`config.mk`:
```
export PLATFORM = sky130hd
export DESIGN_NAME = write_channel_burst_native
export DESIGN_NICKNAME = d
export VERILOG_FILES = /design/src/rtl/write_channel_burst_native_pkg.sv /design/src/rtl/write_merge_buf.sv /design/src/rtl/write_channel_burst_native.sv
export SDC_FILE = /design/constraint.sdc
export NUM_CORES = 1
export LEC_CHECK = 0
export BUFFER_PORTS_ARGS = -buffer_cell sky130_fd_sc_hd__clkbuf_2
export CORE_MARGIN = 2
export CORE_UTILIZATION = 49
export CTS_CLUSTER_SIZE = 14
export DETAILED_ROUTE_END_ITERATION = 6
export PLACE_DENSITY = 0.8
export SYNTH_ARGS = -nofsm -noshare
export SYNTH_HDL_FRONTEND = slang
export SYNTH_SLANG_ARGS = --single-unit
```
`constraint.sdc`:
```
create_clock -name clk -period 1.32 [get_ports clk]
set_input_delay 0.264 -clock clk [delete_from_list [all_inputs] [get_ports clk]]
set_output_delay 0.264 -clock clk [all_outputs]
set_load 0.02 [all_outputs]
```
`src/rtl/write_channel_burst_native_pkg.sv`:
```
`default_nettype none
// ============================================================================
// Module      : write_channel_burst_native_pkg
// Description : Shared types for the cache write channel: write-policy
//               encodings and the channel state type.
// Revision    : 1.0 - initial release
// ============================================================================

`ifndef WRITE_THROUGH
`define WRITE_THROUGH 0
`endif
`ifndef WRITE_BACK
`define WRITE_BACK 1
`endif

package write_channel_burst_native_pkg;

    // Write-policy encodings, mirrored from the shared cache macros
    localparam int C_WRITE_THROUGH = `WRITE_THROUGH;
    localparam int C_WRITE_BACK    = `WRITE_BACK;

    // Channel state: idle, or a back-end request outstanding
    typedef enum logic [0:0] {
        ST_IDLE  = 1'b0,
        ST_WRITE = 1'b1
    } wr_state_e;

endpackage

`default_nettype wire

```
`src/rtl/write_merge_buf.sv`:
```
`default_nettype none
// ============================================================================
// Module      : write_merge_buf
// Description : One-entry staging register that sits behind the active
//               back-end beat. Requests to the same back-end word merge into
//               the entry (strobes OR'd, strobed bytes overwritten).
// Revision    : 1.0 - initial release
// ============================================================================

module write_merge_buf #(
    parameter int ADDR_W = 32,
    parameter int DATA_W = 128
) (
    input  logic                  clk,
    input  logic                  rst,
    input  logic                  i_push,
    input  logic                  i_pop,
    input  logic [ADDR_W-1:0]     i_addr,
    input  logic [DATA_W-1:0]     i_wdata,
    input  logic [DATA_W/8-1:0]   i_wstrb,
    output logic                  o_valid,
    output logic                  o_hit,
    output logic [ADDR_W-1:0]     o_addr,
    output logic [DATA_W-1:0]     o_wdata,
    output logic [DATA_W/8-1:0]   o_wstrb
);

    localparam int NBYTES = DATA_W / 8;

    logic                 r_valid;
    logic [ADDR_W-1:0]    r_addr;
    logic [DATA_W-1:0]    r_wdata;
    logic [NBYTES-1:0]    r_wstrb;
    logic [DATA_W-1:0]    w_mask;
    logic [DATA_W-1:0]    w_merged;

    // Expand the incoming byte strobes to a bit mask
    for (genvar b = 0; b < NBYTES; b++) begin : g_mask
        assign w_mask[b*8 +: 8] = {8{i_wstrb[b]}};
    end

    assign w_merged = (r_wdata & ~w_mask) | (i_wdata & w_mask);
    assign o_hit    = r_valid & (r_addr == i_addr);
    assign o_valid  = r_valid;
    assign o_addr   = r_addr;
    assign o_wdata  = r_wdata;
    assign o_wstrb  = r_wstrb;

    // Entry load / merge; a pop hands the entry off, so a push in the same
    // cycle starts a fresh entry rather than merging into the departing one.
    always_ff @(posedge clk) begin
        if (rst) begin
            r_valid <= 1'b0;
            r_addr  <= '0;
            r_wdata <= '0;
            r_wstrb <= '0;
        end else if (i_pop) begin
            r_valid <= i_push;
            r_wstrb <= i_push ? i_wstrb : '0;
            if (i_push) begin
                r_addr  <= i_addr;
                r_wdata <= i_wdata;
            end
        end else if (i_push) begin
            r_valid <= 1'b1;
            if (r_valid) begin
                r_wstrb <= r_wstrb | i_wstrb;
                r_wdata <= w_merged;
            end else begin
                r_addr  <= i_addr;
                r_wdata <= i_wdata;
                r_wstrb <= i_wstrb;
            end
        end
    end

endmodule

`default_nettype wire

```
`src/rtl/write_channel_burst_native.sv`:
```
`default_nettype none
// ============================================================================
// Module      : write_channel_burst_native
// Description : Cache write channel onto the native memory interface.
//               Write-through issues single BE-aligned beats; write-back
//               streams a whole line as 2^LINE2MEM_W beats. mem_* outputs
//               are registered and held while the back end stalls.
//               Optional macro CACHE_WR_MERGE_EN adds a one-entry merging
//               staging register (write-through only).
// Revision    : 1.0 - initial release
// ============================================================================

`ifndef WRITE_THROUGH
`define WRITE_THROUGH 0
`endif
`ifndef WRITE_BACK
`define WRITE_BACK 1
`endif

module write_channel_burst_native
    import write_channel_burst_native_pkg::*;
#(
    parameter int FE_ADDR_W  = 32,
    parameter int FE_DATA_W  = 32,
    parameter int BE_ADDR_W  = FE_ADDR_W,
    parameter int BE_DATA_W  = FE_DATA_W,
    parameter int WRITE_POL  = `WRITE_THROUGH,
    parameter int WORD_OFF_W = 3
) (
    input  logic                                                         clk,
    input  logic                                                         reset,
    input  logic                                                         valid,
    input  logic [FE_ADDR_W-$clog2(FE_DATA_W/8)-WRITE_POL*WORD_OFF_W-1:0] addr,
    input  logic [FE_DATA_W/8-1:0]                                       wstrb,
    input  logic [FE_DATA_W*(1<<(WORD_OFF_W*WRITE_POL))-1:0]             wdata,
    output logic                                                         ready,
    output logic                                                         busy,
    output logic                                                         mem_valid,
    output logic [BE_ADDR_W-1:0]                                         mem_addr,
    output logic [BE_DATA_W-1:0]                                         mem_wdata,
    output logic [BE_DATA_W/8-1:0]                                       mem_wstrb,
    input  logic                                                         mem_ready
);

    localparam int FE_NBYTES  = FE_DATA_W / 8;
    localparam int FE_BYTE_W  = $clog2(FE_NBYTES);
    localparam int BE_NBYTES  = BE_DATA_W / 8;
    localparam int BE_BYTE_W  = $clog2(BE_NBYTES);
    localparam int RATIO_W    = BE_BYTE_W - FE_BYTE_W;
    localparam int RATIO      = 1 << RATIO_W;
    localparam int LINE2MEM_W = WORD_OFF_W - RATIO_W;
    localparam int LINE_W     = FE_DATA_W * (1 << (WORD_OFF_W * WRITE_POL));
    localparam int BEAT_W     = (WRITE_POL == C_WRITE_BACK) ? LINE2MEM_W : 0;
    localparam int CNT_W      = (BEAT_W > 0) ? BEAT_W : 1;

    wr_state_e              r_state;
    logic [CNT_W-1:0]       r_beat;

    logic                   w_idle;
    logic                   w_last_beat;
    logic                   w_ack;
    logic                   w_done;
    logic                   w_accept;
    logic                   w_load_req;
    logic                   w_load_stg;
    logic [BE_ADDR_W-1:0]   w_req_addr;
    logic [BE_DATA_W-1:0]   w_req_wdata;
    logic [BE_NBYTES-1:0]   w_req_wstrb;
    logic [BE_ADDR_W-1:0]   w_nxt_addr;
    logic [BE_DATA_W-1:0]   w_nxt_wdata;
    logic                   w_stg_valid;
    logic                   w_stg_hit;
    logic [BE_ADDR_W-1:0]   w_stg_addr;
    logic [BE_DATA_W-1:0]   w_stg_wdata;
    logic [BE_NBYTES-1:0]   w_stg_wstrb;

    assign w_idle      = (r_state == ST_IDLE);
    assign w_last_beat = (BEAT_W == 0) ? 1'b1 : &r_beat;
    assign w_ack       = mem_valid & mem_ready;
    assign w_done      = w_ack & w_last_beat;
    assign w_accept    = valid & ready;
    // A new request goes straight to the active beat only when nothing is
    // staged ahead of it; a staged entry always takes the slot first.
    assign w_load_req  = w_accept & (w_idle | w_done) & ~w_stg_valid;
    assign w_load_stg  = w_done & w_stg_valid;
    assign busy        = ~w_idle | w_stg_valid;

    if (WRITE_POL == C_WRITE_THROUGH) begin : g_wt
        localparam int ALIGN_W = (RATIO_W > 0) ? RATIO_W : 1;
        logic [ALIGN_W-1:0]   w_align;
        logic [FE_ADDR_W-1:0] w_byte_addr;

        // Word position of the FE word inside the BE word
        assign w_align     = (RATIO_W > 0) ? addr[ALIGN_W-1:0] : '0;
        assign w_byte_addr = FE_ADDR_W'(addr) << FE_BYTE_W;
        assign w_req_addr  = BE_ADDR_W'(w_byte_addr & ~FE_ADDR_W'(BE_NBYTES - 1));
        assign w_req_wdata = {RATIO{wdata[FE_DATA_W-1:0]}};
        assign w_req_wstrb = BE_NBYTES'(wstrb) << (FE_NBYTES * int'(w_align));
        // Single beat: there is never a following beat to advance to
        assign w_nxt_addr  = mem_addr;
        assign w_nxt_wdata = mem_wdata;
    end else begin : g_wb
        logic [LINE_W-1:0]    r_rest;
        logic [FE_ADDR_W-1:0] w_byte_addr;
        logic                 w_unused_wstrb;

        assign w_byte_addr    = FE_ADDR_W'(addr) << (WORD_OFF_W + FE_BYTE_W);
        assign w_req_addr     = BE_ADDR_W'(w_byte_addr);
        assign w_req_wdata    = wdata[BE_DATA_W-1:0];
        assign w_req_wstrb    = '1;
        // The line base is aligned, so beat offsets never carry into it
        assign w_nxt_addr     = mem_addr + BE_ADDR_W'(BE_NBYTES);
        assign w_nxt_wdata    = r_rest[BE_DATA_W-1:0];
        assign w_unused_wstrb = ^wstrb;

        // Beats not yet issued, shifted down by one beat per acknowledge
        always_ff @(posedge clk) begin
            if (reset) begin
                r_rest <= '0;
            end else if (w_load_req) begin
                r_rest <= wdata >> BE_DATA_W;
            end else if (w_ack && !w_last_beat) begin
                r_rest <= r_rest >> BE_DATA_W;
            end
        end
    end

`ifdef CACHE_WR_MERGE_EN
    if (WRITE_POL == C_WRITE_THROUGH) begin : g_merge
        logic w_to_stg;

        assign w_to_stg = w_accept & ~w_load_req;
        // Staging frees up on the acknowledge, so any request fits then
        assign ready    = ~w_stg_valid | w_stg_hit | w_done;

        write_merge_buf #(
            .ADDR_W (BE_ADDR_W),
            .DATA_W (BE_DATA_W)
        ) u_merge (
            .clk     (clk),
            .rst     (reset),
            .i_push  (w_to_stg),
            .i_pop   (w_load_stg),
            .i_addr  (w_req_addr),
            .i_wdata (w_req_wdata),
            .i_wstrb (w_req_wstrb),
            .o_valid (w_stg_valid),
            .o_hit   (w_stg_hit),
            .o_addr  (w_stg_addr),
            .o_wdata (w_stg_wdata),
            .o_wstrb (w_stg_wstrb)
        );
    end else begin : g_no_merge
        assign ready       = w_idle | w_done;
        assign w_stg_valid = 1'b0;
        assign w_stg_hit   = 1'b0;
        assign w_stg_addr  = '0;
        assign w_stg_wdata = '0;
        assign w_stg_wstrb = '0;
    end
`else
    assign ready       = w_idle | w_done;
    assign w_stg_valid = 1'b0;
    assign w_stg_hit   = 1'b0;
    assign w_stg_addr  = '0;
    assign w_stg_wdata = '0;
    assign w_stg_wstrb = '0;
`endif

    // Channel FSM: request capture, beat sequencing and registered mem_* outputs
    always_ff @(posedge clk) begin
        if (reset) begin
            r_state   <= ST_IDLE;
            r_beat    <= '0;
            mem_valid <= 1'b0;
            mem_addr  <= '0;
            mem_wdata <= '0;
            mem_wstrb <= '0;
        end else if (w_load_stg) begin
            r_state   <= ST_WRITE;
            r_beat    <= '0;
            mem_valid <= 1'b1;
            mem_addr  <= w_stg_addr;
            mem_wdata <= w_stg_wdata;
            mem_wstrb <= w_stg_wstrb;
        end else if (w_load_req) begin
            r_state   <= ST_WRITE;
            r_beat    <= '0;
            mem_valid <= 1'b1;
            mem_addr  <= w_req_addr;
            mem_wdata <= w_req_wdata;
            mem_wstrb <= w_req_wstrb;
        end else if (w_done) begin
            r_state   <= ST_IDLE;
            r_beat    <= '0;
            mem_valid <= 1'b0;
        end else if (w_ack) begin
            r_beat    <= r_beat + CNT_W'(1);
            mem_addr  <= w_nxt_addr;
            mem_wdata <= w_nxt_wdata;
        end
    end

endmodule

`default_nettype wire

```
# After elaboration in Yosys (flattened, before gate mapping)
# Cells that the tools add are included.
# Widths: inputs -> output; s select.
# word_totals
reg_bits	67
input_bits	70
out_inout_bits	71
word_cells	12
# classes
mux	2
n_bitwise	5
reduce_logical	1
# op_table
operator	n
$and 1x1->1	3
$mux 1	2
$reduce_bool 2->1	1
$not 1->1	1
$or 1x1->1	1

# Longest topological paths before layout
# logic_depth
ltp_word	5
depth_mapped	6
ltp_nobuf	3

# Worst setup path after synthesis
# Ideal clock, no wire load.
# synth_timing
path_type	flip-flop to output port
startpoint	register mem_valid
endpoint	output ready
t_arrival_ns	0.990
path_slack_ns	0.066
stages_incl_launch_ff	5
n_path_buf	3
path_cell_list	dfxtp_1 nand2b_4 buf_12 buf_12 buf_12
# synth_between
elab_chain_len	2
# synth_lines
element	line	source
start, declared	write_channel_burst_native.sv:38	output logic mem_valid,
start signal, assigned	write_channel_burst_native.sv:175	mem_valid <= 1'b0;
start signal, assigned	write_channel_burst_native.sv:182	mem_valid <= 1'b1;
start signal, assigned	write_channel_burst_native.sv:189	mem_valid <= 1'b1;
$and 1x1->1 or $not 1->1 (tied branches)	-	
$or 1x1->1 (*)	write_channel_burst_native.sv:162	assign ready = w_idle | w_done;
end, declared	write_channel_burst_native.sv:36	output logic ready,
# Mark *: on every way between the ends. The rest lies on a longest branch, timed or not.

# Worst setup path in the final report
# Ends and elaborated chain as after synthesis.

==> summary.txt <==
Yosys
  – Yosys cell types: 14
  – Register area share after synthesis: 37.2%
  – Cell Area, Synth: 0.00360 mm²
  – Yosys warns: 0
  – Avg Inst Size Synth: 11.7 µm²
  – Synth Register Bits: 67
  – Mapped Cells: 309

Final layout
  – Diodes inserted: 0
  – Finished layout cell area: 0.00447 mm²
  – NumNets Final: 499
  – Most common cell after layout, fill and taps aside: clkbuf_2
  – Area growth syn-to-layout: 24.1%
  – Most frequent cells in the layout: clkbuf_2 (136), a21bo_1 (66), a21oi_2 (66), dfxtp_1 (66), nand3_2 (58)
  – Share of cells above drive strength 1: 66.4%
  – Filler instances: 612
  – Final core occ: 62.3%

Timing
  – Highest clock rate: 812 MHz
  – Period utilisation layout: 93.3%
  – RSZ-0062 raised after global routing: no
  – Final Skew: 12.0 ps
  – Endpoints failing setup: 0
  – Final Hold Vio Count: 0
  – Setup tns final: 0 ps
  – Final hold slack: 148 ps
  – Fin crit period: 1230 ps
  – Fin. max-slew vios: 0

Worst setup path
  – WP data arrival: 970 ps
  – Setup CP Type: flop to output pin
  – CP required: 1060 ps
  – Largest fanout on the critical path: 5
  – R2R setup slack: 210 ps
  – Critical Path End Type: output pin
  – CP Launch Type: flop

Power and ir drop
  – Power density cells: 1180 mW/mm²
  – Leakage: 0.00193 µW
  – Max IR drop VDD: 0.595 mV

Clocking
  – Reg clk slew, reported paths: 80 ps
  – CTS Buffer Depth: 2
  – Number of clock sinks: 67
  – Resized cells post-CTS: 0
  – CTS buffer count: 9
  – H-tree depth: 3
  – CTS tree: yes
  – Setup Fix Bufs, Post-CTS: 0
  – CTS Hold Bufs: 0
  – Clock Tree Root: clkbuf_8
  – Worst-skew pair later-pin latency: 330 ps

Routing
  – Routed Antenna Nets: 0
  – Wire per inst: 14.4 µm
  – Via count: 2726
  – DRC: 0
  – Total wire length: 7700 µm
  – Initial DRC Count: 71
  – 1st-pass router iterations: 4
  – Via-to-Cell Ratio: 5.11

Die
  – Die Y: 89.7 µm
  – Die area: 0.00805 mm²
  – Die W: 89.7 µm
  – Std-Cell Rows: 31
  – Core ar.: 0.00718 mm²
  – I/O Pins: 141
  – Initial Util: 50.2%

Placed design
  – Port bufs: 138
  – DPL Wire Length: 5250 µm
  – Placed inst area: 0.00423 mm²
  – Final GP Congestion: 0.769

Job
  – Max-cap violations: 0

Global routing
  – Vias in the first global route: 2630
  – Largest net degree at the start of global routing: 54
  – Total gr overflow: 0
  – Antenna violations before repair: 0
  – Global-route wire length before repair: 12900 µm
  – Gr usage total: 19.2%

Min path
  – Worst hold path type: primary input to flop

Status
  – Outcome: finished, final reports clean
-- Yosys cell counts, drive strengths merged --
cell type / instances / area share, %
a21bo: 66 / 18
a21oi: 67 / 16
buf: 31 / 9.5
clkbuf: 9 / 0.94
conb: 1 / 0.10
dfxtp: 67 / 37
inv: 1 / 0.10
nand2b: 1 / 0.38
nand3: 66 / 17
-- through the flow --
step	power [µW]	instances	setup slack (ps)
floorplan	2940	310	65.7
global placement	3190	517	154
detailed placement	3220	517	123
CTS	5300	533	27.7
global route	5480	533	27.5
finish	5260	533	89.0
-- state kept, by name, summed over array words and instances (netlist names) --
register	cells
mem_wdata	32
mem_addr	30
mem_wstrb	4
mem_valid	1
-- final cells by class --
cell class / instances / area, µm² / share of cell area (%)
clock buffers: 12 / 145 / 3.25
clock inverters: 4 / 97.6 / 2.18
inverters: 1 / 3.75 / 0.0840
multi-input cells: 202 / 1890 / 42.2
flip-flops and latches: 67 / 1340 / 30.0
well taps: 99 / 124 / 2.77
repair buffers: 148 / 871 / 19.5
-- power breakdown --
group	internal (µW)	switching (µW)
registers	2140	62.1
clock network	1310	784
logic	403	560
-- layer usage --
| metal | track usage [%] | vias to the layer above | part of all wire, % |
|---|---|---|---|
| met2 | 29.8 | 81 | 48 |
| met5 | 0 | - | 0 |
| met4 | 7.82 | 0 | 2.7 |
| met3 | 5.78 | 19 | 5.3 |
| met1 | 25.0 | 1291 | 44 |
| li1 | - | 1335 | - |
-- logic make-up after synthesis --
group / after synthesis / synth area share (%)
buffers and inverters: 41 / 10.5
flip-flops: 67 / 37.2
other: 1 / 0.104
AND/OR/NAND/NOR: 67 / 17.6
AO/OA/AOI/OAI: 133 / 34.5
-- path summary, 6_finish.rpt --
path / startpoint / endpoint / depth (start not counted)
max: mem_valid / ready / 2
min: wdata[6] / mem_wdata[6] / 3
max reg2reg: mem_valid / mem_wdata[29] / 4
min reg2reg: mem_addr[17] / mem_addr[17] / 2
-- worst max-delay path, stage by stage, from the launching register on --
cell	delay (ps)
dfxtp_2	340
nand2b_4	110
clkbuf_2	190
Note: power is estimated with default switching activity, not from simulation.
